<file path="src/rtl/fwnoc_pkg.sv">
// ----------------------------------------------------------------------------
// fwnoc_pkg
// Shared fwnoc types and constants: default flit width, where the payload
// length field sits in a header flit, and the output-arbiter state encoding.
// No ports.
// ----------------------------------------------------------------------------
package fwnoc_pkg;

    localparam int FWNOC_FLIT_W  = 32;
    localparam int FWNOC_LEN_LSB = 0;
    localparam int FWNOC_LEN_W   = 8;

    typedef enum logic [1:0] {
        ARB_IDLE,
        ARB_HEAD,
        ARB_BODY
    } fwnoc_arb_state_t;

endpackage

</file>
<file path="src/rtl/fwnoc_rr_pick.sv">
// ----------------------------------------------------------------------------
// fwnoc_rr_pick
// Combinational round-robin picker. It scans the requests starting at
// i_last+1, wraps around, and returns the first active requester. i_last
// itself has the lowest priority. This block is also used by the router's
// input-VC allocator.
//   i_req    [N]  request vector
//   i_last   [W]  index of the previous winner
//   o_gnt_id [W]  index of the selected requester (valid when o_any=1)
//   o_any         at least one request is active
// ----------------------------------------------------------------------------
module fwnoc_rr_pick #(
    parameter int N = 4,
    localparam int W = (N > 1) ? $clog2(N) : 1
) (
    input  logic [N-1:0] i_req,
    input  logic [W-1:0] i_last,
    output logic [W-1:0] o_gnt_id,
    output logic         o_any
);

    int         w_sum;
    logic [W-1:0] w_idx;

    // Walk the offsets from farthest to nearest so the nearest requester
    // after i_last is the last one written, and therefore the one that wins.
    always_comb begin
        o_gnt_id = '0;
        o_any    = 1'b0;
        w_sum    = 0;
        w_idx    = '0;
        for (int off = N; off >= 1; off--) begin
            w_sum = (int'(i_last) + off) % N;
            w_idx = W'(w_sum);
            if (i_req[w_idx]) begin
                o_gnt_id = w_idx;
                o_any    = 1'b1;
            end
        end
    end

endmodule

</file>
<file path="src/rtl/fwnoc_out_arb.sv">
// ----------------------------------------------------------------------------
// fwnoc_out_arb
// Wormhole output-port arbiter. N_PORTS ready/valid flit sources share one
// ready/valid output. The arbiter grants round-robin on packet boundaries and
// holds the grant until the packet's tail flit transfers, so flits from
// different packets never interleave.
//   clock               rising-edge clock
//   reset               asynchronous active-low reset
//   i_valid  [N]        per-port flit valid
//   i_ready  [N]        per-port flit accept (only the granted port can see 1)
//   i_dat    [N*DW]     per-port flit, port k at [k*DW +: DW]
//   o_valid             output flit valid
//   o_ready             output flit accept
//   o_dat    [DW]       output flit (zero while o_valid=0)
//   o_gnt_id [log2 N]   granted port (meaningful while o_busy=1)
//   o_busy              a grant is held
// ----------------------------------------------------------------------------
module fwnoc_out_arb
    import fwnoc_pkg::*;
#(
    parameter int N_PORTS    = 4,
    parameter int DATA_WIDTH = FWNOC_FLIT_W,
    parameter int LEN_LSB    = FWNOC_LEN_LSB,
    parameter int LEN_W      = FWNOC_LEN_W,
    localparam int GW = $clog2(N_PORTS)
) (
    input  logic                          clock,
    input  logic                          reset,
    input  logic [N_PORTS-1:0]            i_valid,
    output logic [N_PORTS-1:0]            i_ready,
    input  logic [N_PORTS*DATA_WIDTH-1:0] i_dat,
    output logic                          o_valid,
    input  logic                          o_ready,
    output logic [DATA_WIDTH-1:0]         o_dat,
    output logic [GW-1:0]                 o_gnt_id,
    output logic                          o_busy
);

    fwnoc_arb_state_t r_state;
    logic [GW-1:0]    r_gnt;
    logic [GW-1:0]    r_last;
    logic [LEN_W-1:0] r_remain;

    logic [GW-1:0]         w_pick;
    logic                  w_any;
    logic                  w_sel_valid;
    logic [DATA_WIDTH-1:0] w_sel_dat;
    logic                  w_xfer;
    logic [LEN_W-1:0]      w_len;

    fwnoc_rr_pick #(.N(N_PORTS)) u_pick (
        .i_req    (i_valid),
        .i_last   (r_last),
        .o_gnt_id (w_pick),
        .o_any    (w_any)
    );

    // Select the granted port with constant indices. This also works when
    // N_PORTS is not a power of two.
    always_comb begin
        w_sel_valid = 1'b0;
        w_sel_dat   = '0;
        for (int k = 0; k < N_PORTS; k++) begin
            if (r_gnt == GW'(k)) begin
                w_sel_valid = i_valid[k];
                w_sel_dat   = i_dat[k*DATA_WIDTH +: DATA_WIDTH];
            end
        end
    end

    // Once granted, the path is a combinational pass-through. In IDLE it is
    // fully closed, which gives the one-cycle bubble between packets.
    always_comb begin
        o_valid = 1'b0;
        o_dat   = '0;
        i_ready = '0;
        if (r_state != ARB_IDLE) begin
            o_valid = w_sel_valid;
            o_dat   = w_sel_valid ? w_sel_dat : '0;
            for (int k = 0; k < N_PORTS; k++) begin
                if (r_gnt == GW'(k)) begin
                    i_ready[k] = o_ready;
                end
            end
        end
    end

    assign w_xfer   = o_valid & o_ready;
    assign w_len    = w_sel_dat[LEN_LSB +: LEN_W];
    assign o_gnt_id = r_gnt;
    assign o_busy   = (r_state != ARB_IDLE);

    always_ff @(posedge clock or negedge reset) begin
        if (!reset) begin
            r_state  <= ARB_IDLE;
            r_gnt    <= '0;
            r_last   <= GW'(N_PORTS - 1);
            r_remain <= '0;
        end else begin
            case (r_state)
                ARB_IDLE: begin
                    if (w_any) begin
                        r_gnt   <= w_pick;
                        r_state <= ARB_HEAD;
                    end
                end
                ARB_HEAD: begin
                    if (w_xfer) begin
                        if (w_len == '0) begin
                            r_last  <= r_gnt;
                            r_state <= ARB_IDLE;
                        end else begin
                            r_remain <= w_len;
                            r_state  <= ARB_BODY;
                        end
                    end
                end
                ARB_BODY: begin
                    if (w_xfer) begin
                        r_remain <= r_remain - LEN_W'(1);
                        if (r_remain == LEN_W'(1)) begin
                            r_last  <= r_gnt;
                            r_state <= ARB_IDLE;
                        end
                    end
                end
                default: r_state <= ARB_IDLE;
            endcase
        end
    end

endmodule

</file>
<file path="config.mk">
export PLATFORM = sky130hd
export DESIGN_NAME = fwnoc_out_arb
export DESIGN_NICKNAME = d
export VERILOG_FILES = /design/src/rtl/fwnoc_pkg.sv /design/src/rtl/fwnoc_rr_pick.sv /design/src/rtl/fwnoc_out_arb.sv
export SDC_FILE = /design/constraint.sdc
export NUM_CORES = 1
export LEC_CHECK = 0
export CORE_UTILIZATION = 35
export DETAILED_ROUTE_END_ITERATION = 8
export GPL_TIMING_DRIVEN = 0
export PLACE_DENSITY = 0.88
export SYNTH_ARGS = -nofsm -noshare
export SYNTH_HDL_FRONTEND = slang
export SYNTH_SLANG_ARGS = --single-unit
export TNS_END_PERCENT = 5
</file>
<file path="constraint.sdc">
create_clock -name clock -period 5.2 [get_ports clock]
set_clock_uncertainty 0.1 [all_clocks]
set_input_delay 1.04 -clock clock [delete_from_list [all_inputs] [get_ports clock]]
set_output_delay 1.04 -clock clock [all_outputs]
set_load 0.01 [all_outputs]
</file>
==> results.sh <==
export IMPL_die_w_um=78.1
export IMPL_n_antenna_cell=0
export IMPL_synth_cells=201
export IMPL_layout_drive_gt1_share_pct=13.2
export IMPL_clockBufferDepth=2
export IMPL_power_share_clock_pct=6.0
export IMPL_coreArea_um2=5540
export IMPL_ys_warn_count=0
export IMPL_yosys_register_bits=14
export IMPL_cp_max_fo=10
export IMPL_drtAntennaViolNets=0
export IMPL_drtIter0Drc=208
export IMPL_clock_sinks=14
export IMPL_syn_area_per_cell_um2=10.1
export IMPL_post_route_period_util_pct=82.1
export IMPL_setup_viol=0
export IMPL_grt_max_degree=15
export IMPL_overflow=0
export IMPL_synthTopCellsByArea="mux4_2 37%, dfrtp_1 15%, and3_1 12%, dfstp_2 2.6%, nor2_1 2.6%"
export IMPL_power_density_nw_per_um2=421
export IMPL_synth_edf_count=0
export IMPL_period_needed_ns=4.27
export IMPL_seq_power_share_pct=13.4
export IMPL_slew_headroom_pct=54.0
export IMPL_worstMarginPinSlew_ns=0.688
export IMPL_max_freq_mhz=234
export IMPL_synth_area_um2=2020
export IMPL_cts_tree="yes"
export IMPL_grt_pass1_vias=2684
export IMPL_gp_congestion=0.859
export IMPL_numPortBuffers=174
export IMPL_yosysTopAreaCellShare_pct=36.7
export IMPL_wl_per_cell_um=18.4
export IMPL_hold_viol=0
export IMPL_ys_async_sr_fraction_pct=100
export IMPL_start_kind="input port"
export IMPL_yosysSeqAreaShare_pct=17.4
export IMPL_pin_count=175
export IMPL_vias=2590
export IMPL_grt_total_usage_pct=27.7
export IMPL_fp_dieH_um=78.1
export IMPL_maxSlewViolCount=0
export IMPL_start_util_pct=36.5
export IMPL_synth_common_cells="38 x and3_1, 33 x mux4_2, 14 x nor2_1"
export IMPL_combPwrFrac_pct=80.6
export IMPL_antenna_found_initial=0
export IMPL_p_int_uw=940
export IMPL_synth_flop_cell="dfrtp_1"
export IMPL_p_leak_uw=0.00152
export IMPL_htreeDepth=1
export IMPL_clkTransAtPathRegs_ns=0.07
export IMPL_dieArea_um2=6090
export IMPL_synth_fp_nets=338
export IMPL_sw_frac_of_total_pct=42.7
export IMPL_synth_largest_area_cell="mux4_2"
export IMPL_ys_types=44
export IMPL_arrival_ns=3.13
export IMPL_dp_hpwl_mm=7.05
export IMPL_p_sw_uw=701
export IMPL_yosysMostFrequentCell="and3_1"
export IMPL_maxCapViolCount=0
export IMPL_post_cts_setup_buffers=0
export IMPL_fin_nets=517
export IMPL_outcome="complete, no violations"
export IMPL_cp_end_kind="primary output"
export IMPL_drt_first_pass_iters=4
export IMPL_numCtsBuffers=3
export IMPL_fin_cells=451
export IMPL_rows=27
export IMPL_clock_latency_ns=0.26
export IMPL_grt_pass1_wl_mm=13.0
export IMPL_rsz0062_at_grt="no"
export IMPL_hold_buffers=0
export IMPL_area_growth_syn_to_layout_pct=92.7
export IMPL_crit_required_ns=4.06
export IMPL_drt_wl_total_mm=8.28
export IMPL_drc=0
export IMPL_tns_ns=0
export IMPL_dp_cells=447
export IMPL_root_buffer="clkbuf_8"
export IMPL_path_class="input port to primary output"
export IMPL_ctsResizeCount=0
export IMPL_viasPerCell=5.74
export IMPL_n_fill_cell=439
export IMPL_irDropWorstVdd_v=0.000199
export IMPL_hp_class="register to register"
## logic make-up (layout without fill, tap and decap cells)
family / count (synthesis) / count (layout) / share of synthesized area (%)
AOI/OAI and AO/OA: 42 / 42 / 15.8
xor gates and xnor gates: 1 / 1 / 0.433
adders and majority gates: 2 / 2 / 1.24
buffers and inverters: 29 / 207 / 6.24
DFF: 14 / 14 / 17.4
muxes: 33 / 33 / 36.7
and+or+nand+nor: 80 / 80 / 22.2
## registers in the layout (all words and copies together) (netlist names)
signal	cells
r_last	2
o_gnt_id	2
r_remain	8
r_state	2
## path summary, 6_finish.rpt
kind,start,to,slack (ns),cells after the start
min in group asynchronous,reset,r_remain[3]$_DFFE_PN0P_,1.10,1
max in group asynchronous,reset,r_remain[6]$_DFFE_PN0P_,3.46,1
worst max register to register,o_gnt_id[1]$_DFFE_PN0P_,r_remain[5]$_DFFE_PN0P_,2.45,7
worst max-delay path,i_valid[2],o_dat[5],0.93,5
worst min-delay path,r_remain[4]$_DFFE_PN0P_,r_remain[4]$_DFFE_PN0P_,0.50,2
worst min register to register,r_remain[4]$_DFFE_PN0P_,r_remain[4]$_DFFE_PN0P_,0.50,2
## power by group through the flow
stage	sequential (uW)	combinational, uW	clock (uW)
final	220	1320	98.2
after global routing	226	1430	104
after CTS	219	1320	99.3
after detailed placement	219	1320	0
after global placement	217	1290	0
after floorplan	209	777	0
## critical path: stages
cell and delay [ns]:
clkdlybuf4s50_1 0.55, mux4_2 0.39, clkbuf_1 0.37, and3_1 0.23
clkdlybuf4s50_1 0.55
## metal layers
layer,vias to the layer above,share of wire (%),GRT usage (%)
li1,1173,-,-
met1,1245,34,30.6
met2,136,53,49.7
met3,36,8.3,6.86
met4,0,4.5,12.6
met5,-,0,0
## stage by stage
stage / utilization, % / instance area, um2 / worst slack, ns / hold WS, ns / power, uW
floorplan: - / 2020 / 2.11 / 0.431 / 987
global placement: 69.6 / 3860 / 1.02 / 0.445 / 1510
detailed placement: 69.6 / 3860 / 0.985 / 0.494 / 1540
CTS: 70.4 / 3900 / 0.967 / 0.508 / 1640
global route: 70.4 / 3900 / 0.869 / 0.528 / 1760
finish: 70.4 / 3900 / 0.930 / 0.500 / 1640
## final cells by class
type	count	area, um2	share of cell area (%)
Clock buffer	4	45.0	1.15
Tap cell	72	90.1	2.31
Timing Repair Buffer	174	1740	44.6
Multi-Input combinational cell	158	1550	39.6
Buffer	19	88.8	2.28
Inverter	10	37.5	0.962
Sequential cell	14	353	9.04
## cell usage in the layout (no fill, tap or decap), types with 3 or more instances in the layout
| cell type | netlist | routed |
|---|---|---|
| clkdlybuf4s50_1 | 0 | 174 |
| and3_1 | 38 | 38 |
| mux4_2 | 33 | 33 |
| clkbuf_1 | 13 | 14 |
| nor2_1 | 14 | 14 |
| dfrtp_1 | 12 | 12 |
| inv_1 | 9 | 9 |
| nand2_1 | 8 | 8 |
| o21ai_0 | 8 | 8 |
| a21oi_1 | 7 | 7 |
| nor3_1 | 6 | 6 |
| o21a_1 | 3 | 3 |
| a211oi_2 | 3 | 3 |
| o221a_1 | 3 | 3 |
| clkbuf_8 | 0 | 3 |
No activity file was read; power rests on OpenSTA's default activity.
